===== src/rtl/int_arith_pkg.sv =====
// Shared integer-arithmetic definitions for the multiplier and divider.
// Holds the FSM state encoding, default width and counter sizing helper.
package int_arith_pkg;

  typedef enum logic [1:0] {
    IDLE = 2'd0,
    CALC = 2'd1,
    FIX  = 2'd2
  } state_t;

  localparam int DEF_WIDTH = 32;

  // Bits needed to hold an iteration count of 0..w inclusive.
  function automatic int cnt_width(input int w);
    return $clog2(w + 1);
  endfunction

endpackage


===== src/rtl/int_abs.sv =====
// Signed-to-magnitude converter: value (signed) -> mag (unsigned), sign.
// Most-negative input maps to 2^(WIDTH-1), which still fits in mag.
import int_arith_pkg::*;

module int_abs #(
  parameter int WIDTH = DEF_WIDTH
) (
  input  logic [WIDTH-1:0] value,
  output logic [WIDTH-1:0] mag,
  output logic             sign
);

  assign sign = value[WIDTH-1];
  assign mag  = sign ? -value : value;

endmodule


===== src/rtl/int_mul.sv =====
// Radix-2 shift-add signed multiplier, WIDTH x WIDTH -> 2*WIDTH product.
// Ports: clk, rst_n, multiplicand, multiplier, calc -> product, busy,
// calc_done_stb (+ overflow when INT_MUL_OVERFLOW_EN is defined).
import int_arith_pkg::*;

module int_mul #(
  parameter int WIDTH = DEF_WIDTH
) (
  input  logic               clk,
  input  logic               rst_n,
  input  logic [WIDTH-1:0]   multiplicand,
  input  logic [WIDTH-1:0]   multiplier,
  input  logic               calc,
  output logic [2*WIDTH-1:0] product,
  output logic               busy,
  output logic               calc_done_stb
`ifdef INT_MUL_OVERFLOW_EN
  ,
  output logic               overflow
`endif
);

  localparam int CW = cnt_width(WIDTH);
  localparam int PW = 2 * WIDTH;

  state_t            state, state_n;
  logic [WIDTH-1:0]  mag_a, mag_a_n;
  logic [WIDTH-1:0]  mag_b, mag_b_n;
  logic [PW-1:0]     acc, acc_n;
  logic [CW-1:0]     count, count_n;
  logic              sign, sign_n;
  logic [PW-1:0]     product_n;
  logic              busy_n;
  logic              done_n;

  logic [WIDTH-1:0]  abs_a, abs_b;
  logic              sa, sb;
  logic              zero_op;
  logic [WIDTH:0]    addend;
  logic [WIDTH:0]    sum;
  logic [PW-1:0]     res;

  int_abs #(.WIDTH(WIDTH)) u_abs_a (
    .value (multiplicand),
    .mag   (abs_a),
    .sign  (sa)
  );

  int_abs #(.WIDTH(WIDTH)) u_abs_b (
    .value (multiplier),
    .mag   (abs_b),
    .sign  (sb)
  );

  assign zero_op = (multiplicand == '0)
                 | (multiplier == '0);

  // Carry lands in sum[WIDTH] and is shifted back into acc's top bit.
  assign addend = mag_b[0] ? {1'b0, mag_a} : '0;
  assign sum    = {1'b0, acc[PW-1:WIDTH]} + addend;
  assign res    = sign ? -acc : acc;

`ifdef INT_MUL_OVERFLOW_EN
  logic ovf_n;
  logic res_fits;

  // Fits in WIDTH-bit signed iff the top WIDTH+1 bits are all equal.
  assign res_fits = (&res[PW-1:WIDTH-1])
                  | ~(|res[PW-1:WIDTH-1]);
`endif

  always_comb begin
    state_n   = state;
    mag_a_n   = mag_a;
    mag_b_n   = mag_b;
    acc_n     = acc;
    count_n   = count;
    sign_n    = sign;
    product_n = product;
    busy_n    = busy;
    done_n    = 1'b0;
`ifdef INT_MUL_OVERFLOW_EN
    ovf_n     = overflow;
`endif
    unique case (state)
      IDLE: begin
        if (calc) begin
          if (zero_op) begin
            product_n = '0;
            done_n    = 1'b1;
`ifdef INT_MUL_OVERFLOW_EN
            ovf_n     = 1'b0;
`endif
          end else begin
            mag_a_n = abs_a;
            mag_b_n = abs_b;
            sign_n  = sa ^ sb;
            acc_n   = '0;
            count_n = CW'(WIDTH);
            busy_n  = 1'b1;
            state_n = CALC;
          end
        end
      end
      CALC: begin
        acc_n   = {sum, acc[WIDTH-1:1]};
        mag_b_n = mag_b >> 1;
        count_n = count - CW'(1);
        if (count == CW'(1)) begin
          state_n = FIX;
        end
      end
      FIX: begin
        product_n = res;
        done_n    = 1'b1;
        busy_n    = 1'b0;
`ifdef INT_MUL_OVERFLOW_EN
        ovf_n     = ~res_fits;
`endif
        state_n   = IDLE;
      end
      default: begin
        busy_n  = 1'b0;
        state_n = IDLE;
      end
    endcase
  end

  always_ff @(posedge clk or negedge rst_n) begin
    if (!rst_n) begin
      state         <= IDLE;
      mag_a         <= '0;
      mag_b         <= '0;
      acc           <= '0;
      count         <= '0;
      sign          <= 1'b0;
      product       <= '0;
      busy          <= 1'b0;
      calc_done_stb <= 1'b0;
`ifdef INT_MUL_OVERFLOW_EN
      overflow      <= 1'b0;
`endif
    end else begin
      state         <= state_n;
      mag_a         <= mag_a_n;
      mag_b         <= mag_b_n;
      acc           <= acc_n;
      count         <= count_n;
      sign          <= sign_n;
      product       <= product_n;
      busy          <= busy_n;
      calc_done_stb <= done_n;
`ifdef INT_MUL_OVERFLOW_EN
      overflow      <= ovf_n;
`endif
    end
  end

endmodule

===== config.mk =====
export PLATFORM = sky130hd
export DESIGN_NAME = int_mul
export DESIGN_NICKNAME = d
export VERILOG_FILES = /design/src/rtl/int_arith_pkg.sv /design/src/rtl/int_abs.sv /design/src/rtl/int_mul.sv
export SDC_FILE = /design/constraint.sdc
export NUM_CORES = 1
export LEC_CHECK = 0
export ABC_AREA = 0
export BUFFER_PORTS_ARGS = -buffer_cell sky130_fd_sc_hd__buf_2
export CORE_MARGIN = 2
export CORE_UTILIZATION = 54
export DETAILED_ROUTE_END_ITERATION = 8
export PLACE_DENSITY = 0.77
export REMOVE_ABC_BUFFERS = 1
export SKIP_LAST_GASP = 1
export SYNTH_ARGS = -nofsm -noshare
export SYNTH_HDL_FRONTEND = slang
export SYNTH_SLANG_ARGS = --single-unit

===== constraint.sdc =====
create_clock -name clk -period 3.2 [get_ports clk]
set_input_delay 0.32 -clock clk [delete_from_list [all_inputs] [get_ports clk]]
set_output_delay 0.32 -clock clk [all_outputs]
set_load 0.02 [all_outputs]

==> results of run 1 <==
[power groups by stage]
stage | Combinational [W] | Sequential, W | Clock, W
2_1_floorplan | 0.00401 | 0.00491 | 0
3_3_place_gp | 0.00638 | 0.00460 | 0
3_5_place_dp | 0.00654 | 0.00464 | 0
4_1_cts | 0.00658 | 0.00461 | 0.00277
5_1_grt | 0.00732 | 0.00477 | 0.00289
6_report | 0.00658 | 0.00462 | 0.00272
[state kept, by name, summed over array words and instances, names as in the netlist]
register / count
count: 6
calc_done_stb: 1
mag_a: 32
state: 2
product: 64
mag_b: 32
sign: 1
acc: 64
busy: 1
[cell type report]
type | count | area share, %
multi-input cells | 1057 | 47.1
flip-flops and latches | 203 | 35.6
repair buffers | 198 | 8.80
clock buffers | 31 | 4.38
well taps | 280 | 2.46
clock inverters | 9 | 1.12
inverters | 20 | 0.535
[cells in the final DEF (no fill, tap or decap), types with 6 or more instances in the layout]
master / instances
clkbuf_16: 22
or4_1: 12
a22oi_1: 31
mux2i_1: 6
buf_2: 131
nor4_1: 9
xnor2_1: 26
o21ai_1: 148
buf_4: 58
a211oi_1: 6
a21o_1: 19
a21oi_1: 53
nand2b_1: 10
nand4_1: 11
nor2_1: 51
xor2_1: 120
o41ai_1: 16
dfrtp_1: 202
o21ai_0: 65
a22o_1: 32
nor3_1: 14
nand2_1: 191
or2_2: 7
nand3_1: 17
and2_1: 36
nor2b_1: 10
buf_12: 7
inv_1: 18
o31ai_1: 34
ha_1: 37
or3_1: 26
[final timing paths]
kind	start	end	slack [ps]
setup reg to reg	mag_b[0]	acc[62]	140
min in group asynchronous	rst_n	product[9]	370
hold / removal	multiplicand[0]	mag_a[0]	110
hold reg to reg	mag_a[22]	mag_a[22]	460
setup / recovery	mag_b[0]	acc[62]	140
max in group asynchronous	rst_n	acc[59]	1980
[kinds of logic after synthesis]
logic type / after synthesis
DFF: 203
muxes: 6
AOI/OAI and AO/OA: 447
and+or+nand+nor: 420
adders and majority gates: 38
xor gates and xnor gates: 146
buffers and inverters: 100
[stage by stage]
| step | total power (W) | hold slack (ps) |
|---|---|---|
| floorplan | 0.00892 | 24.4 |
| global placement | 0.0110 | 363 |
| detailed placement | 0.0112 | 362 |
| CTS | 0.0140 | 94.8 |
| global route | 0.0150 | 115 |
| finish | 0.0139 | 109 |
[routing by layer]
metal,wire [microns],global-route usage (%),up-vias
met5,0,0,-
met3,1730,3.49,34
met2,13400,39.2,290
li1,-,-,5186
met1,13500,35.3,4881
met4,465,5.56,0
[worst register-to-register path, cell delays in order, from the launching register on]
cell and delay [ps]:
dfrtp_1 420, buf_4 190, buf_4 170, and2_1 140, ha_1 330, a21o_1 200
a2111oi_0 480, o211ai_1 190, a31oi_1 190, buf_4 150, o311a_1 170, o21bai_1 90
xnor2_1 140, o21ai_1 70
[what timing repair did]
item / CTS / global route
endpoints found under the hold margin: 67 / 0
resized for setup: 0 / 8
setup endpoints to repair: 0 / 11
hold buffers: 1 / 0
==> impl_metrics.csv, run 1 <==
group,metric,value,unit
run_status,status,"completed",
route,routed_wl,29000,microns
worst_setup_path,startpoint_type,"flop",
synthesis,synth-compound-area-share,23.1,%
cells_and_area,multi_input_area,6720,sq um
worst_setup_path,cp_common_cell,"buf_4",
placed_design,dpl_cell_area,13400,sq um
global_routing,grt.total_usage,24.4,%
sta,relSlewSlack,49.3,%
power_and_ir_drop,comb_power_share,47.3,%
cells_and_area,area_delta_synth_final,17.4,%
sta,slew_violations,0,
floorplan,die_w,154,microns
sta,finalSetupViolations,0,
global_routing,grt_pass1_wl,48500,microns
worst_setup_path,slowest_delay,480,ps
synthesis,synthesis.area,12200,sq um
cells_and_area,insertedDiodeCount,0,
sta,worst_slew_pin_slew,759,ps
power_and_ir_drop,p_sw,0.00592,W
synthesis,synth.area.top_cells,"dfrtp_1 (42%), xor2_1 (8.6%), o21ai_1 (6.1%)",
cells_and_area,seq_area,5080,sq um
clocking,clock_path_buffers,3,
worst_setup_path,cp_max_fo,15,
worst_setup_path,path_class,"flop to flop",
placed_design,port_buffers,132,
clocking,insertion_delay,520,ps
power_and_ir_drop,p_seq_share,33.2,%
placed_design,dp_slack,74.3,ps
floorplan,core,22000,sq um
synthesis,synth_xor_xnor_area_share,10.5,%
power_and_ir_drop,swShare,42.5,%
cells_and_area,utilization,65.0,%
synthesis,synth_ff_type,"dfrtp_1",
synthesis,synth_most_common_cell,"dfrtp_1",
cells_and_area,final_cells,1798,
worst_setup_path,crit_cells,13,
synthesis,ys_ff_latch,203,
global_routing,antenna_found_initial,0,
global_routing,grt-ovfl-total,0,
route,viasPerCell,5.78,
power_and_ir_drop,power_density,976,nW/um^2
sta,period_minus_slack,3060,ps
sta,period_share,95.7,%
power_and_ir_drop,ir_drop,503,uV
cells_and_area,layout-drive-gt1-share,17.0,%
placed_design,dp_cells,1757,
job,drv_cap,0,
clocking,cts_root_buf,"clkbuf_16",
placed_design,gp_congestion,0.900,
route,drc,0,
floorplan,rows,54,
synthesis,synthAdderAreaFrac,3.97,%
worst_setup_path,cp_num_buf_inv,3,
synthesis,ys_types,67,
sta,setup_tns,0,ps
floorplan,die_height,154,microns
clocking,ctsHtreeMaxLevel,1,
floorplan,io-pin-count,133,
route,drtIter0Drc,602,
route,detail_route.first_pass.iterations,5,
clocking,cts_buffers,22,
synthesis,synthMuxAreaShare,0.494,%
synthesis,synth_warnings,0,
synthesis,synth_commonest_cells,"dfrtp_1 (203), nand2_1 (191), o21ai_1 (149)",
clocking,path_clk_slew,60,ps
power_and_ir_drop,intPower,0.00801,W
worst_setup_path,slowest_stage,"a2111oi_0",
cells_and_area,nNetsFinal,1607,
power_and_ir_drop,pwr-share-clk,19.5,%
synthesis,ys_seq_area_share,41.8,%
synthesis,synth_top_family_by_area,"compound AO/OA/AOI/OAI gates",
worst_setup_path,arrival,3440,ps
route,wl_per_cell,16.1,microns
cells_and_area,final_area,14300,sq um
route,vias,10400,
sta,fmax,0.327,GHz
synthesis,synth_area_per_cell,8.94,sq um
synthesis,yosysTopAreaCell,"dfrtp_1",
sta,finalHoldViolations,0,
placed_design,hpwl,21400,microns
worst_setup_path,cp_cell_sequence,"buf_4 > buf_4 > and2_1 > ha_1 > a21o_1 > a2111oi_0 > o211ai_1 > a31oi_1 > buf_4 > o311a_1 > o21bai_1 > xnor2_1 > o21ai_1",
sta,grt_setup_unrepaired,"yes",
worst_setup_path,rr_worst_depth,13,
clocking,clkSinkCount,203,
synthesis,synth_edf_count,0,
synthesis,yosys.area_share.simple,16.8,%
floorplan,die-area,23700,sq um
sta,final.setup.worst_slack,139,ps
cells_and_area,fillCellCount,1835,
route,ant_nets,0,
worst_setup_path,cp.required,3580,ps
clocking,cts_tree,"yes",
synthesis,ys_async_sr_fraction,100,%
synthesis,syn_inst,1360,
global_routing,first_global_vias,9821,
clocking,cts_setup_buffers,0,
min_path,hp-class,"input pin to flop",
synthesis,yosys.area.top_type_share,41.8,%
floorplan,start_util,55.3,%
sta,clock_skew,18.6,ps
power_and_ir_drop,p_leak,6.62,nW
min_path,min_path_cells,3,
worst_setup_path,worstSetupEndpointType,"flop",
global_routing,grt_max_degree,74,
worst_setup_path,critical_path.top_delay_family,"compound AO/OA/AOI/OAI gates",
(Power assumes the default switching activity.)
==> run 2, diff against run 1 <==
- ABC_AREA: 0 -> 1
- CORE_UTILIZATION: 54 -> 55
- PLACE_DENSITY: 0.77 -> 0.78
==> impl_metrics.csv, run 2 <==
group,metric,value,unit
run_status,status,"completed",
clocking,cts_resized,0,
synthesis,synth_area_per_cell,6.35,sq um
sta,period_share,75.8,%
synthesis,ys_seq_area_share,35.2,%
floorplan,die_height,166,microns
route,detail_route.first_pass.iterations,5,
synthesis,synth_ff_type,"dfrtp_1",
cells_and_area,layout_commonest_cell,"nand2_1",
cells_and_area,mostFrequentLayoutCells,"nand2_1 (819), inv_1 (268), nand3_1 (266), nor2_1 (240), dfrtp_1 (203)",
synthesis,yosysTopAreaCell,"dfrtp_1",
global_routing,grt.total_usage,29.2,%
floorplan,start_util,55.7,%
clocking,hold_buffers,1,
clocking,clkSinkCount,203,
sta,grt_setup_unrepaired,"no",
clocking,clock_path_buffers,3,
sta,finalHoldViolations,0,
clocking,path_clk_slew,60,ps
global_routing,grt-ovfl-total,0,
clocking,cts_tree,"yes",
synthesis,syn_inst,2274,
power_and_ir_drop,p_leak,8.54,nW
global_routing,grt_pass1_wl,67000,microns
worst_setup_path,arrival,2820,ps
route,ant_nets,0,
placed_design,dp_cells,2683,
sta,relSlewSlack,46.7,%
synthesis,synth_most_common_cell,"nand2_1",
synthesis,ys_types,42,
placed_design,gp_congestion,0.983,
synthesis,ys_async_sr_fraction,100,%
synthesis,synth_warnings,0,
global_routing,first_global_vias,13800,
sta,finalSetupViolations,0,
cells_and_area,final_cells,2721,
route,routed_wl,40900,microns
clocking,cts_setup_buffers,0,
worst_setup_path,cp.required,3600,ps
power_and_ir_drop,ir_drop,756,uV
clocking,insertion_delay,520,ps
clocking,ctsHtreeMaxLevel,1,
worst_setup_path,worstSetupEndpointType,"flop",
worst_setup_path,startpoint_type,"flop",
sta,worst_slew_pin_slew,798,ps
worst_setup_path,slowest_stage,"fa_1",
min_path,hp-class,"input pin to flop",
sta,slew_violations,0,
worst_setup_path,cp_num_buf_inv,3,
power_and_ir_drop,power_density,1080,nW/um^2
worst_setup_path,path_class,"flop to flop",
route,drc,0,
worst_setup_path,cp_common_cell,"nand2_1",
job,drv_cap,0,
synthesis,yosys.area.top_type_share,35.2,%
cells_and_area,reg_top3,"acc (64), product (64)",
sta,fmax,0.412,GHz
placed_design,hpwl,30400,microns
placed_design,port_buffers,132,
global_routing,antenna_found_initial,0,
floorplan,io-pin-count,133,
cells_and_area,fillCellCount,2487,
cells_and_area,area_delta_synth_final,11.2,%
synthesis,synth_commonest_cells,"nand2_1 (819), inv_1 (269), nand3_1 (266)",
route,vias,14900,
worst_setup_path,cp_max_fo,31,
cells_and_area,layout-drive-gt1-share,9.89,%
floorplan,core,25900,sq um
sta,period_minus_slack,2430,ps
synthesis,synth.area.top_cells,"dfrtp_1 (35%), nand2_1 (21%), nand3_1 (9.2%)",
floorplan,die-area,27600,sq um
floorplan,rows,59,
worst_setup_path,slowest_delay,410,ps
floorplan,die_w,166,microns
global_routing,grt_max_degree,86,
synthesis,ys_ff_latch,203,
power_and_ir_drop,power,0.0174,W
clocking,cts_root_buf,"clkbuf_16",
cells_and_area,utilization,62.0,%
worst_setup_path,critical_path.top_delay_family,"simple AND/OR/NAND/NOR gates",
cells_and_area,insertedDiodeCount,0,
synthesis,synthesis.area,14400,sq um
clocking,cts_buffers,23,
cells_and_area,nNetsFinal,2479,
sta,clock_skew,18.5,ps
route,viasPerCell,5.47,
route,wl_per_cell,15.0,microns
worst_setup_path,cp_cell_sequence,"buf_4 > nand2_1 > fa_1 > inv_1 > nand3_1 > nand3_1 > nand2_1 > nand2_1 > inv_1 > o21ai_0 > nand2_1 > nand3_1 > nand2_1",
synthesis,synth_edf_count,0,
route,drtIter0Drc,1244,
==> run 2: cell count changes after synthesis, sizes merged, moves of 18 or more <==
cell / before / now
a22o: 32 / 0
a22oi: 31 / 0
and2: 37 / 5
clkbuf: 53 / 35
inv: 19 / 274
nand2: 192 / 832
nand3: 17 / 270
nor2: 51 / 256
o21ai: 214 / 162
o31ai: 34 / 2
o41ai: 18 / 0
or3: 26 / 0
xor2: 120 / 21
==> run 2: cell type report <==
cell class              instances  area (sq um)  area share (%)
multi-input cells            1725          7960            49.5
flip-flops and latches        203          5080            31.6
inverters                     275          1030            6.43
repair buffers                146           802            4.99
clock buffers                  26           607            3.78
well taps                     335           419            2.61
clock inverters                11           169            1.05
==> run 2: logic make-up after synthesis <==
family	count (synthesis)	synth area share, %
flip-flops	203	35.2
buffers and inverters	346	9.80
AO/OA/AOI/OAI	228	8.12
AND/OR/NAND/NOR	1425	41.5
adder cells (fa/ha/maj)	38	3.34
XOR/XNOR	34	2.06
==> run 2: where the power goes <==
part / switching [W] / internal (W) / total, W / leakage [nW]
sequential: 0.00109 / 0.00377 / 0.00487 / 2.42
clock: 0.00108 / 0.00168 / 0.00276 / 0.386
combinational: 0.00670 / 0.00303 / 0.00972 / 5.74
==> run 2: final timing paths <==
path	startpoint	endpoint	slack [ps]	cells past startpoint
min reg2reg	mag_b[27]	mag_b[26]	480	2
max in group asynchronous	rst_n	mag_a[18]	1860	3
max reg2reg	mag_b[0]	acc[47]	770	13
min in group asynchronous	rst_n	product[13]	400	2
max	mag_b[0]	acc[47]	770	13
min	multiplicand[29]	mag_a[29]	100	4
==> run 2: through the flow <==
stage | hold slack (ps) | cell area, sq um | setup slack, ps | setup TNS (ps)
after global routing | 127 | 16100 | 523 | 0
after floorplan | 24.4 | 14100 | -126 | -2310
after global placement | 405 | 15300 | 847 | 0
final | 100 | 16100 | 774 | 0
after detailed placement | 421 | 15300 | 742 | 0
after CTS | 96.6 | 16100 | 802 | 0
==> run 2: layer usage <==
metal  GRT usage, %  routed length [microns]  vias up
met5              0                        0        -
li1               -                        -     7383
met2           47.2                    18200      552
met4           9.53                     1310        0
met1           41.2                    18600     6841
met3           3.12                     2810       99
==> run 2: tightest hold or removal path: cells and delay by family <==
kind | cells | cell delay (ps)
buffers and inverters | 1 | 100
AND/OR/NAND/NOR | 3 | 150
==> run 3, diff against run 2 <==
- CORE_UTILIZATION: 55 -> 61
- PLACE_DENSITY: 0.78 -> 0.82
- clock period: 3.2 -> 2.25 ns (I/O delays scaled with it)
==> impl_metrics.csv, run 3 (synthesized netlist as in run 2, its figures left out) <==
group,metric,value,unit
sta,hold_slack,26.2,ps
power_and_ir_drop,swShare,50.2,%
cells_and_area,insertedDiodeCount,0,
route,viasPerCell,5.59,
clocking,cts_tree,"yes",
sta,final.setup.worst_slack,-62.0,ps
placed_design,port_buffers,132,
sta,finalSetupViolations,1,
sta,relSlewSlack,51.6,%
power_and_ir_drop,power_density,1610,nW/um^2
route,routed_wl,44600,microns
worst_setup_path,path_class,"flop to flop",
cells_and_area,utilization,74.4,%
route,vias,15500,
global_routing,first_global_vias,14000,
cells_and_area,layout-drive-gt1-share,17.6,%
cells_and_area,nNetsFinal,2543,
worst_setup_path,slowest_stage,"dfrtp_2",
clocking,insertion_delay,540,ps
worst_setup_path,slowest_delay,510,ps
clocking,clkSinkCount,203,
clocking,cts_buffers,24,
worst_setup_path,r2r_slack,-60,ps
sta,slew_violations,0,
sta,clock_skew,32.6,ps
clocking,path_clk_slew,60,ps
clocking,clock_path_buffers,3,
cells_and_area,reg_top3,"acc (64), product (64)",
cells_and_area,final_area,17400,sq um
floorplan,rows,56,
sta,fmax,0.433,GHz
global_routing,grt_max_degree,66,
sta,grt_setup_unrepaired,"yes",
worst_setup_path,worstSetupEndpointType,"flop",
route,ant_nets,0,
cells_and_area,area_delta_synth_final,20.2,%
global_routing,antenna_found_initial,0,
power_and_ir_drop,intPower,0.0139,W
placed_design,gp_congestion,0.965,
worst_setup_path,crit_start,"mag_b[0]",
run_status,status,"finished with violations",
job,drv_cap,0,
placed_design,hpwl,32400,microns
floorplan,start_util,61.9,%
route,drtIter0Drc,1672,
power_and_ir_drop,pwr-share-clk,14.6,%
worst_setup_path,cp_cell_sequence,"clkbuf_16 > nand2_1 > inv_2 > ha_4 > nand2_1 > nand2_2 > nand2_1 > nand2_1 > a21oi_1 > nand2_2 > or2_2 > nand3_1 > o21ai_1",
route,drc,0,
global_routing,grt-ovfl-total,0,
clocking,cts_root_buf,"clkbuf_16",
cells_and_area,layout_commonest_cell,"nand2_1",
power_and_ir_drop,ir_drop,824,uV
global_routing,grt_pass1_wl,68400,microns
global_routing,grt.total_usage,34.2,%
run_status,violations,"setup timing",
worst_setup_path,reg2reg_from,"mag_b[0]",
floorplan,die_w,158,microns
worst_setup_path,startpoint_type,"flop",
floorplan,die_height,158,microns
sta,setup_tns,-62.0,ps
floorplan,die-area,24900,sq um
worst_setup_path,arrival,2710,ps
worst_setup_path,cp.required,2650,ps
sta,period_share,103,%
worst_setup_path,cp_common_cell,"nand2_1",
sta,finalHoldViolations,0,
power_and_ir_drop,p_sw,0.0141,W
power_and_ir_drop,p_seq_share,25.0,%
worst_setup_path,r2r-end,"acc[44]",
power_and_ir_drop,comb_power_share,60.3,%
clocking,ctsHtreeMaxLevel,1,
power_and_ir_drop,p_leak,8.96,nW
min_path,hp-class,"input pin to flop",
cells_and_area,mostFrequentLayoutCells,"nand2_1 (768), nand3_1 (260), inv_1 (251), nor2_1 (223), dfrtp_1 (202)",
floorplan,core,23300,sq um
sta,worst_slew_pin_slew,726,ps
worst_setup_path,endpoint,"acc[44]",
worst_setup_path,rr_worst_depth,13,
worst_setup_path,cp_max_fo,8,
placed_design,dpl_cell_area,15700,sq um
sta,period_minus_slack,2310,ps
route,detail_route.first_pass.iterations,6,
route,wl_per_cell,16.1,microns
floorplan,io-pin-count,133,
## run 3: cell count changes in the layout (fill, tap and decap cells not counted), sizes merged
cell / delta
dlygate4sd3: +2
buf: +59
clkinv: -1
clkinvlp: +2
clkbuf: +10
bufinv: -1
inv: -1
## run 3: how the worst min path moves through the flow
stage	start	to	slack [ps]	depth (start not counted)
finish	multiplicand[27]	mag_a[27]	30	4
global placement	rst_n	product[11]	210	1
CTS	multiplicand[27]	mag_a[27]	10	4
global route	multiplicand[28]	mag_a[28]	40	3
floorplan	rst_n	acc[0]	-70	0
detailed placement	rst_n	product[11]	220	1
## run 3: power groups by stage
stage                     Clock [W]  Sequential (W)  Combinational, W
final                       0.00410         0.00701            0.0169
after global routing        0.00426         0.00720            0.0186
after CTS                   0.00411         0.00681            0.0150
after detailed placement          0         0.00684            0.0149
after global placement            0         0.00678            0.0145
after floorplan                   0         0.00727           0.00905
## run 3: critical path: cells and delay by family, from the launching register on
kind / cells / cell delay [ps]
AO/OA/AOI/OAI: 2 / 300
adder cells (fa/ha/maj): 1 / 210
buffers and inverters: 2 / 290
flip-flops: 1 / 510
AND/OR/NAND/NOR: 8 / 900
## run 3: final cells by class
cell class | instances | area [sq um]
Multi-Input combinational cell | 1725 | 8570
Inverter | 275 | 1030
Clock buffer | 34 | 699
Sequential cell | 203 | 5080
Fill cell | 1900 | 5970
Tap cell | 319 | 399
Timing Repair Buffer | 209 | 1440
Clock inverter | 10 | 141
## run 3: repair_timing
item / CTS / global route
gates resized for setup: 2 / 156
pin swaps: 0 / 47
hold endpoints to repair: 50 / 0
gates cloned: 0 / 3
setup endpoints to repair: 1 / 23
hold buffers: 3 / 0
setup buffers: 0 / 12
## run 3: routing by layer
layer  GRT usage [%]  vias to the layer above  wire length [microns]
met4            11.2                        0                   1650
met1            47.9                     7132                  19000
met5               0                        -                      0
met2            55.3                      728                  20400
met3            3.81                      135                   3510
li1                -                     7524                      -
## run 3: stage by stage
step | setup slack (ps) | cells | power [W]
floorplan | -1080 | 2203 | 0.0163
global placement | 2.60 | 2714 | 0.0213
detailed placement | -21.7 | 2714 | 0.0217
CTS | 9.65 | 2761 | 0.0259
global route | -110 | 2775 | 0.0301
finish | -62.0 | 2775 | 0.0280
